==> src/rtl/ahb_lite_interconnect.sv <==
// Single-master AHB-lite interconnect: base/mask address decode, data-phase response mux,
// and an internal default slave that answers unmapped transfers with a two-cycle ERROR.
module ahb_lite_interconnect #(
    parameter int                        NUM_SLV  = 4,
    parameter int                        ADDR_W   = 32,
    parameter int                        DATA_W   = 32,
    parameter logic [NUM_SLV*ADDR_W-1:0] SLV_BASE = '0,
    parameter logic [NUM_SLV*ADDR_W-1:0] SLV_MASK = '0,
    parameter int                        CNT_W    = 16
) (
    input  logic                      HCLK,
    input  logic                      HRESET,
    input  logic [ADDR_W-1:0]         HADDR,
    input  logic [1:0]                HTRANS,
    input  logic                      HWRITE,
    output logic                      HREADY,
    output logic                      HRESP,
    output logic [DATA_W-1:0]         HRDATA,
    output logic [NUM_SLV-1:0]        HSEL_S,
    input  logic [NUM_SLV-1:0]        HREADYOUT_S,
    input  logic [NUM_SLV-1:0]        HRESP_S,
    input  logic [NUM_SLV*DATA_W-1:0] HRDATA_S,
    input  logic                      err_clr,
    output logic [CNT_W-1:0]          err_count,
    output logic [ADDR_W-1:0]         err_addr,
    output logic                      err_write
);

    localparam int IDX_W = (NUM_SLV > 1) ? $clog2(NUM_SLV) : 1;

    typedef enum logic [1:0] {
        ST_IDLE = 2'd0,
        ST_ERR1 = 2'd1,
        ST_ERR2 = 2'd2
    } state_t;

    logic [NUM_SLV-1:0] match;
    logic               addr_hit;
    logic [IDX_W-1:0]   addr_idx;
    logic               trans_active;
    logic               unmapped_active;

    logic [IDX_W-1:0]   dsel_idx_q, dsel_idx_d;
    logic               dsel_dflt_q, dsel_dflt_d;
    state_t             state_q, state_d;
    logic               err_new;

    logic [CNT_W-1:0]   err_count_q, err_count_d;
    logic [ADDR_W-1:0]  err_addr_q, err_addr_d;
    logic               err_write_q, err_write_d;

    logic               slv_ready;
    logic               slv_resp;
    logic [DATA_W-1:0]  slv_rdata;
    logic               dflt_ready;
    logic               dflt_resp;

    generate
        for (genvar gi = 0; gi < NUM_SLV; gi++) begin : g_match
            assign match[gi] = ((HADDR & SLV_MASK[gi*ADDR_W +: ADDR_W]) ==
                                (SLV_BASE[gi*ADDR_W +: ADDR_W] & SLV_MASK[gi*ADDR_W +: ADDR_W]));
        end
    endgenerate

    // Scan from the top down so the lowest matching index is the one left standing.
    always_comb begin
        addr_hit = 1'b0;
        addr_idx = '0;
        for (int i = NUM_SLV - 1; i >= 0; i--) begin
            if (match[i]) begin
                addr_hit = 1'b1;
                addr_idx = IDX_W'(i);
            end
        end
    end

    always_comb begin
        HSEL_S = '0;
        for (int i = 0; i < NUM_SLV; i++) begin
            HSEL_S[i] = addr_hit && (addr_idx == IDX_W'(i));
        end
    end

    assign trans_active    = (HTRANS == 2'b10) || (HTRANS == 2'b11);
    assign unmapped_active = !addr_hit && trans_active;

    always_comb begin
        dsel_idx_d  = HREADY ? addr_idx  : dsel_idx_q;
        dsel_dflt_d = HREADY ? !addr_hit : dsel_dflt_q;
    end

    always_comb begin
        slv_ready = 1'b1;
        slv_resp  = 1'b0;
        slv_rdata = '0;
        for (int i = 0; i < NUM_SLV; i++) begin
            if (dsel_idx_q == IDX_W'(i)) begin
                slv_ready = HREADYOUT_S[i];
                slv_resp  = HRESP_S[i];
                slv_rdata = HRDATA_S[i*DATA_W +: DATA_W];
            end
        end
    end

    // Default-slave outputs depend on state only, keeping HREADY free of a loop through err_new.
    always_comb begin
        dflt_ready = 1'b1;
        dflt_resp  = 1'b0;
        case (state_q)
            ST_ERR1: begin
                dflt_ready = 1'b0;
                dflt_resp  = 1'b1;
            end
            ST_ERR2: begin
                dflt_ready = 1'b1;
                dflt_resp  = 1'b1;
            end
            default: begin
                dflt_ready = 1'b1;
                dflt_resp  = 1'b0;
            end
        endcase
    end

    always_comb begin
        state_d = state_q;
        err_new = 1'b0;
        case (state_q)
            ST_IDLE: begin
                if (HREADY && unmapped_active) begin
                    state_d = ST_ERR1;
                    err_new = 1'b1;
                end
            end
            ST_ERR1: begin
                state_d = ST_ERR2;
            end
            ST_ERR2: begin
                if (unmapped_active) begin
                    state_d = ST_ERR1;
                    err_new = 1'b1;
                end else begin
                    state_d = ST_IDLE;
                end
            end
            default: begin
                state_d = ST_IDLE;
            end
        endcase
    end

    // A fresh error outranks a simultaneous clear so the event is never lost.
    always_comb begin
        err_count_d = err_count_q;
        err_addr_d  = err_addr_q;
        err_write_d = err_write_q;
        if (err_new) begin
            if (err_clr) begin
                err_count_d = CNT_W'(1);
            end else if (!(&err_count_q)) begin
                err_count_d = err_count_q + CNT_W'(1);
            end
            err_addr_d  = HADDR;
            err_write_d = HWRITE;
        end else if (err_clr) begin
            err_count_d = '0;
            err_addr_d  = '0;
            err_write_d = 1'b0;
        end
    end

    always_ff @(posedge HCLK) begin
        if (HRESET) begin
            state_q     <= ST_IDLE;
            dsel_idx_q  <= '0;
            dsel_dflt_q <= 1'b1;
            err_count_q <= '0;
            err_addr_q  <= '0;
            err_write_q <= 1'b0;
        end else begin
            state_q     <= state_d;
            dsel_idx_q  <= dsel_idx_d;
            dsel_dflt_q <= dsel_dflt_d;
            err_count_q <= err_count_d;
            err_addr_q  <= err_addr_d;
            err_write_q <= err_write_d;
        end
    end

    assign HREADY    = dsel_dflt_q ? dflt_ready : slv_ready;
    assign HRESP     = dsel_dflt_q ? dflt_resp  : slv_resp;
    assign HRDATA    = dsel_dflt_q ? '0         : slv_rdata;
    assign err_count = err_count_q;
    assign err_addr  = err_addr_q;
    assign err_write = err_write_q;

endmodule
==> config.mk <==
export PLATFORM = sky130hd
export DESIGN_NAME = ahb_lite_interconnect
export DESIGN_NICKNAME = d
export VERILOG_FILES = /design/src/rtl/ahb_lite_interconnect.sv
export SDC_FILE = /design/constraint.sdc
export NUM_CORES = 1
export LEC_CHECK = 0
export CORE_AREA = 2 2 102 104
export DETAILED_ROUTE_END_ITERATION = 8
export DIE_AREA = 0 0 104 106
export GPL_TIMING_DRIVEN = 1
export PLACE_DENSITY = 0.51
export SYNTH_ARGS = -nofsm -noshare
export SYNTH_HDL_FRONTEND = slang
export SYNTH_SLANG_ARGS = --single-unit
==> constraint.sdc <==
create_clock -name HCLK -period 1.22 [get_ports HCLK]
set_clock_uncertainty 0.1 [all_clocks]
set_input_delay 0.244 -clock HCLK [delete_from_list [all_inputs] [get_ports HCLK]]
set_output_delay 0.244 -clock HCLK [all_outputs]
set_load 0.01 [all_outputs]
==> summary.md, run 1 <==
In this run the worst setup path begins at dsel_dflt_q. The number of antenna diodes was 0. After floorplanning, the core was sized to cover 10000 um2. For this block, the routed nets add up to 1.81 mm of wire. The I/O pin total was 261.

The worst setup path is launched from a flop. The number of input and output port buffers inserted is 69, and the per-cell via count in the routed design is 2.15. The detailed-router iteration count before antenna repair was 2; the endpoint arrival time on the critical path was 850 ps. The run gives 6.64% as the starting density of the core. The flop and latch count out of synthesis is 1. The type of the worst setup path was reg -> out.

For this design the static power due to leakage is 0.648 nW. The maximum frequency from static timing analysis is 0.834 GHz, and the count of max-cap constraint violations is 0. The worst-case IR drop observed on VDD is 152 uV.

The worst path uses 98.2% of the clock period. At the end of routability-driven placement, the weighted congestion stood at 0.728. After legalization and detailed placement, the total HPWL measured 1.63 mm. The die area was 11,000 um2. Once placement finished, the instance area stood at 1320 um2. The combined global-route utilization of all metal layers is 2.91%, and the cell area after layout is 1180 um2. The register bank with the most flops is dsel_dflt_q. For this run the aggregate overflow at the end of global routing stands at 0. Each instance of the synthesized netlist takes up on average 7.07 um2. The worst hold-check path type was in -> reg. The power density of the placed cells came out at 308 nW/um2. The flow ran to the end, and the final reports show no timing, DRC or antenna violations. Of all nets on the critical path, the largest fanout is 12.

The number of flip-flops in the largest register works out to 1. The clock input transition at the sequential cells of the worst setup and hold paths works out to 0 ps. The via count of the first global-routing pass was 591. The total number of yosys warnings is 0, and the first-pass GRT wire length is 2.70 mm. The total design power was 0.362 mW.

The tools report the count of mapped cells out of synthesis as 94. After synthesis, the cell types taking the most area are sky130_fd_sc_hd__buf_4, sky130_fd_sc_hd__nor2b_1, sky130_fd_sc_hd__dfxtp_1. The worst endpoint required time was 880 ps; the remaining antenna violation count was 0.

In the final layout, the share of cells above drive strength 1 is 25.0%. The number of distinct library cells after synthesis is 9. Cells fill 11.8% of the core in the end. The sequential element share of the synthesized area came out at 3.01%. Setup repair after global routing could not meet its margin everywhere. The portion of synthesized cell area occupied by the leading cell type is 59.9%, and the layout overhead on the synthesized area is 77.0%. The final-report setup violation count is 0. The mapped netlist covers 664 um2. The largest registers in the layout are dsel_dflt_q x1. The run gives -590 ps as the worst setup timing slack at the placement stage. The die is 104 um wide. The count of endpoints failing hold in the final timing report is 0, and the number of remaining DRC errors is 0. The number of pins with negative max-slew slack in the final report came out at 0.

Of all cell types, the one taking the most synthesized area is sky130_fd_sc_hd__buf_4. In this run the most critical hold path is launched from HRESET. After floorplanning, the core was divided into 37 placement rows.

The cell count of the worst hold path was 1; the pin count of the biggest net entering global routing was 13. The number of design-rule violations left by the first detailed-router iteration was 1; the total number of vias was 637. The number of antenna violations at the first check in global routing is 0. At the end of the flow, the number of nets in the layout was 336.

The clock period could shrink to 1200 ps. For the final routed database, the setup TNS stands at 0 ps. The wire length per cell after detailed routing is 6.10 um.

The worst path setup slack after routing is 21.5 ps, and the overall die height is 106 um. The worst setup path is captured at a primary output.
## final timing paths
path,end
max,HRDATA[13]
min,dsel_dflt_q
## Yosys cell counts
library cell	n
sky130_fd_sc_hd__clkbuf_1	1
sky130_fd_sc_hd__buf_2	2
sky130_fd_sc_hd__conb_1	2
sky130_fd_sc_hd__buf_4	53
sky130_fd_sc_hd__dfxtp_1	1
sky130_fd_sc_hd__or2_1	1
sky130_fd_sc_hd__buf_6	1
sky130_fd_sc_hd__nor2b_1	32
sky130_fd_sc_hd__and2b_1	1
## cell usage in the layout (no fill, tap or decap)
cell type	n
sky130_fd_sc_hd__and2b_1	1
sky130_fd_sc_hd__or2_1	1
sky130_fd_sc_hd__dfxtp_2	1
sky130_fd_sc_hd__buf_4	1
sky130_fd_sc_hd__buf_12	1
sky130_fd_sc_hd__nor2b_1	30
sky130_fd_sc_hd__dlygate4sd2_1	34
sky130_fd_sc_hd__clkdlybuf4s50_1	1
sky130_fd_sc_hd__bufbuf_16	1
sky130_fd_sc_hd__buf_2	31
sky130_fd_sc_hd__nor2b_4	2
sky130_fd_sc_hd__buf_6	3
sky130_fd_sc_hd__conb_1	53
## metrics by stage
stage / hold WS [ps] / cells
global placement: 598 / 295
finish: 601 / 296
CTS: 605 / 296
detailed placement: 613 / 295
global route: 617 / 296
floorplan: 234 / 145
## area by class of cell
type / instances / area (um2)
flip-flops and latches: 1 / 21.3
repair buffers: 72 / 557
multi-input cells: 87 / 428
fillers: 1198 / 8820
well taps: 136 / 170
## repair_timing
item,4_1_cts,5_1_grt
hold buffers,0,0
setup buffers,0,0
pin swaps,1,0
gates resized for setup,178,0
gates cloned,1,0
endpoints found under the setup margin,34,8
## per-layer routing
metal / track usage (%) / routed length (um) / vias to the layer above
met5: 0 / 0 / -
met2: 6.67 / 978 / 91
met4: 0 / 0 / 0
met1: 2.84 / 545 / 244
li1: - / - / 302
met3: 0.368 / 283 / 0
## power by group
| part | switching (mW) | internal, mW | total (mW) | leakage, nW |
|---|---|---|---|---|
| Clock | 0 | 0 | 0 | 0 |
| Sequential | 0.00296 | 0.0356 | 0.0385 | 0.00844 |
| Combinational | 0.169 | 0.154 | 0.323 | 0.640 |
| Total | 0.172 | 0.190 | 0.362 | 0.648 |
## worst max-delay path: stages, from the launching register on
cell                        delay [ps]
sky130_fd_sc_hd__dfxtp_2           330
sky130_fd_sc_hd__bufbuf_16         280
sky130_fd_sc_hd__nor2b_1           110
sky130_fd_sc_hd__buf_2             140
## cells by family (layout without fill, tap and decap cells)
kind of cell  count (synthesis)  after routing  share of synthesized area [%]
simple gates                 34             34                           32.2
buf+inv                      57             72                           63.7
flops                         1              1                           3.01
other cells                   2             53                           1.13
Note: power is estimated with default switching activity, not from simulation.
==> run 2, diff against run 1 <==
--- a/config.mk
+++ b/config.mk
@@ -10,6 +10,7 @@
 export DIE_AREA = 0 0 104 106
 export GPL_TIMING_DRIVEN = 1
 export PLACE_DENSITY = 0.51
+export REMOVE_ABC_BUFFERS = 1
 export SYNTH_ARGS = -nofsm -noshare
 export SYNTH_HDL_FRONTEND = slang
 export SYNTH_SLANG_ARGS = --single-unit
==> run 2 against run 1 <==
Critical path depth is the same. Worst setup slack gained 23 ps. Largest cell class unchanged. Cell area shrank 3.8%. Critical path type unchanged. Combinational power shrank 7.1%.
==> summary.md, run 2 (synthesis gave the netlist of run 1 again) <==
The worst path meets setup with 44.0 ps of slack. The run gives 830 ps as the endpoint arrival time on the critical path. The power density of the placed cells was 300 nW/um2.

Share of the core filled with cells in the final layout: 11.3%. For the number of pins with negative max-slew slack in the final report, the log shows 0. The total design power was 0.340 mW; the clock input transition at the sequential cells of the worst setup and hold paths was 0 ps.

Per report_power, the combinational group accounts for 88.3% of the total. Die area: 11,000 um2. Of the total power, registers draw 11.7%. Traced cell by cell, the critical path runs through buf_6, or2_1, buf_2.

At the placement stage, the worst setup path has a slack of -596 ps. The switching power summed over all nets came out at 0.169 mW. VDD sags by at most 181 uV. Setup violations remaining at the end of the flow were counted as 0.

The first global-routing pass estimated 2.24 mm of wire. The number of remaining DRC errors is 0, and the shortest clock period the worst path allows after layout is 1180 ps. For the count of endpoints failing hold in the final timing report, the log shows 0. Final weighted congestion of routability-driven global placement: 0.662. From bottom edge to top edge, the die measures 106 um. Timing would allow up to 0.850 GHz. Once the floorplan was initialized, standard cells occupied 6.64% of the core. The number of flip-flops in the largest register is 1, and the routed wire length is 1.65 mm. For the number of design-rule violations left by the first detailed-router iteration, the log shows 3. The worst hold-check path type is in -> reg. The largest registers in the layout are dsel_dflt_q x1. The run gives 1130 um2 as the cell area after layout.

The residual overflow from global routing is 0, and the pin count of the biggest net entering global routing is 12. Setup repair after global routing left no endpoint under its margin. The tools report the number of antenna diodes as 0. The type of the worst setup path is reg -> out.

The worst setup path is captured at a primary output. The detail route stage leaves a number of antenna-violating nets equal to 0. Leaving out fill and tap cells, the most frequent cell in the layout is sky130_fd_sc_hd__conb_1. After detailed placement, the total cell area comes to 1320 um2.

The core area is 10000 um2, and the highest cell delay on the worst timing path is 360 ps. The x dimension of the die is 104 um. The run finished with clean final reports. The analysis attributes to cell leakage a power of 0.624 nW. The number of setup buffers added after CTS is 0. For the count of max-cap constraint violations, the log shows 0. Once detailed placement completed, the half-perimeter wirelength came to 1.62 mm. The register bank with the most flops is dsel_dflt_q. The combined global-route utilization of all metal layers is 2.38%, and the layout overhead on the synthesized area is 70.2%.

The switching power as a share of total power works out to 49.7%. The slowest stage of the critical path belongs to the cell sky130_fd_sc_hd__dfxtp_4. The floorplan has 37 rows.

The tools report the total number of vias as 651. Via count of the first global-routing pass: 546. Dividing the detail-routed wire length by the instance count gives 5.56 um. The run gives 2 as the detailed-router iteration count before antenna repair. The per-cell via count in the routed design was 2.20. The number of input and output port buffers inserted works out to 69. The number of antenna violations at the first check in global routing came out at 0. Dividing the final minimum period by the clock period gives 96.4%. For the internal power, the log shows 0.171 mW. The worst setup path is launched from a flop. The net count of the finished layout is 336.

In the layout the commonest cells are sky130_fd_sc_hd__conb_1, sky130_fd_sc_hd__dlygate4sd2_1, sky130_fd_sc_hd__buf_2. The clock network burns 0% of the power. The fraction of layout cells with a size suffix above 1 was 24.4%; the top fanout value on the critical path was 11. The tools report the worst endpoint required time as 880 ps.

261 I/O pins were placed.
run 2: changes by cell type in the layout (fill, tap and decap cells not counted):
cell / change
sky130_fd_sc_hd__buf_4: +1
sky130_fd_sc_hd__nor2b_4: -1
sky130_fd_sc_hd__nor2b_1: +1
sky130_fd_sc_hd__buf_12: -1
sky130_fd_sc_hd__buf_2: +1
sky130_fd_sc_hd__dfxtp_4: +1
sky130_fd_sc_hd__dfxtp_2: -1
sky130_fd_sc_hd__bufbuf_16: -1
run 2: worst paths after layout:
kind  cells past startpoint     endpoint  slack, ps   startpoint
max                       3       HREADY         40  dsel_dflt_q
min                       1  dsel_dflt_q        590       HRESET
run 2: final cells by class:
| type | count | area, um2 |
|---|---|---|
| well taps | 136 | 170 |
| flip-flops and latches | 1 | 23.8 |
| multi-input cells | 87 | 420 |
| fillers | 1222 | 8870 |
| repair buffers | 72 | 517 |
run 2: critical path, delay by kind of cell (launching register included):
family | cells | cell delay (ps)
flip-flops | 1 | 360
AND/OR/NAND/NOR | 1 | 200
buffers and inverters | 2 | 270
run 2: stage by stage:
| step | hold slack [ps] | setup TNS (ps) | instances |
|---|---|---|---|
| after CTS | 590 | 0 | 296 |
| after global placement | 595 | -16580 | 296 |
| after global routing | 612 | 0 | 296 |
| after floorplan | 172 | -3470 | 88 |
| final | 586 | 0 | 296 |
| after detailed placement | 601 | -16700 | 296 |
run 2: power groups by stage:
stage	Sequential (mW)	Clock (mW)	Combinational [mW]
floorplan	0.0460	0	0.145
global placement	0.0407	0	0.391
detailed placement	0.0407	0	0.390
CTS	0.0399	0	0.301
global route	0.0406	0	0.330
finish	0.0396	0	0.300
run 2: metal layers:
metal	vias up	wire (um)	GRT usage, %
li1	302	-	-
met1	265	518	2.51
met2	84	845	5.17
met3	0	281	0.368
met4	0	0	0
met5	-	0	0
run 2: timing repair:
| action | in CTS | in global routing |
|---|---|---|
| resized for setup | 178 | 1 |
| hold buffers | 0 | 0 |
| pin swaps | 1 | 0 |
| gates cloned | 0 | 0 |
| setup endpoints to repair | 34 | 1 |
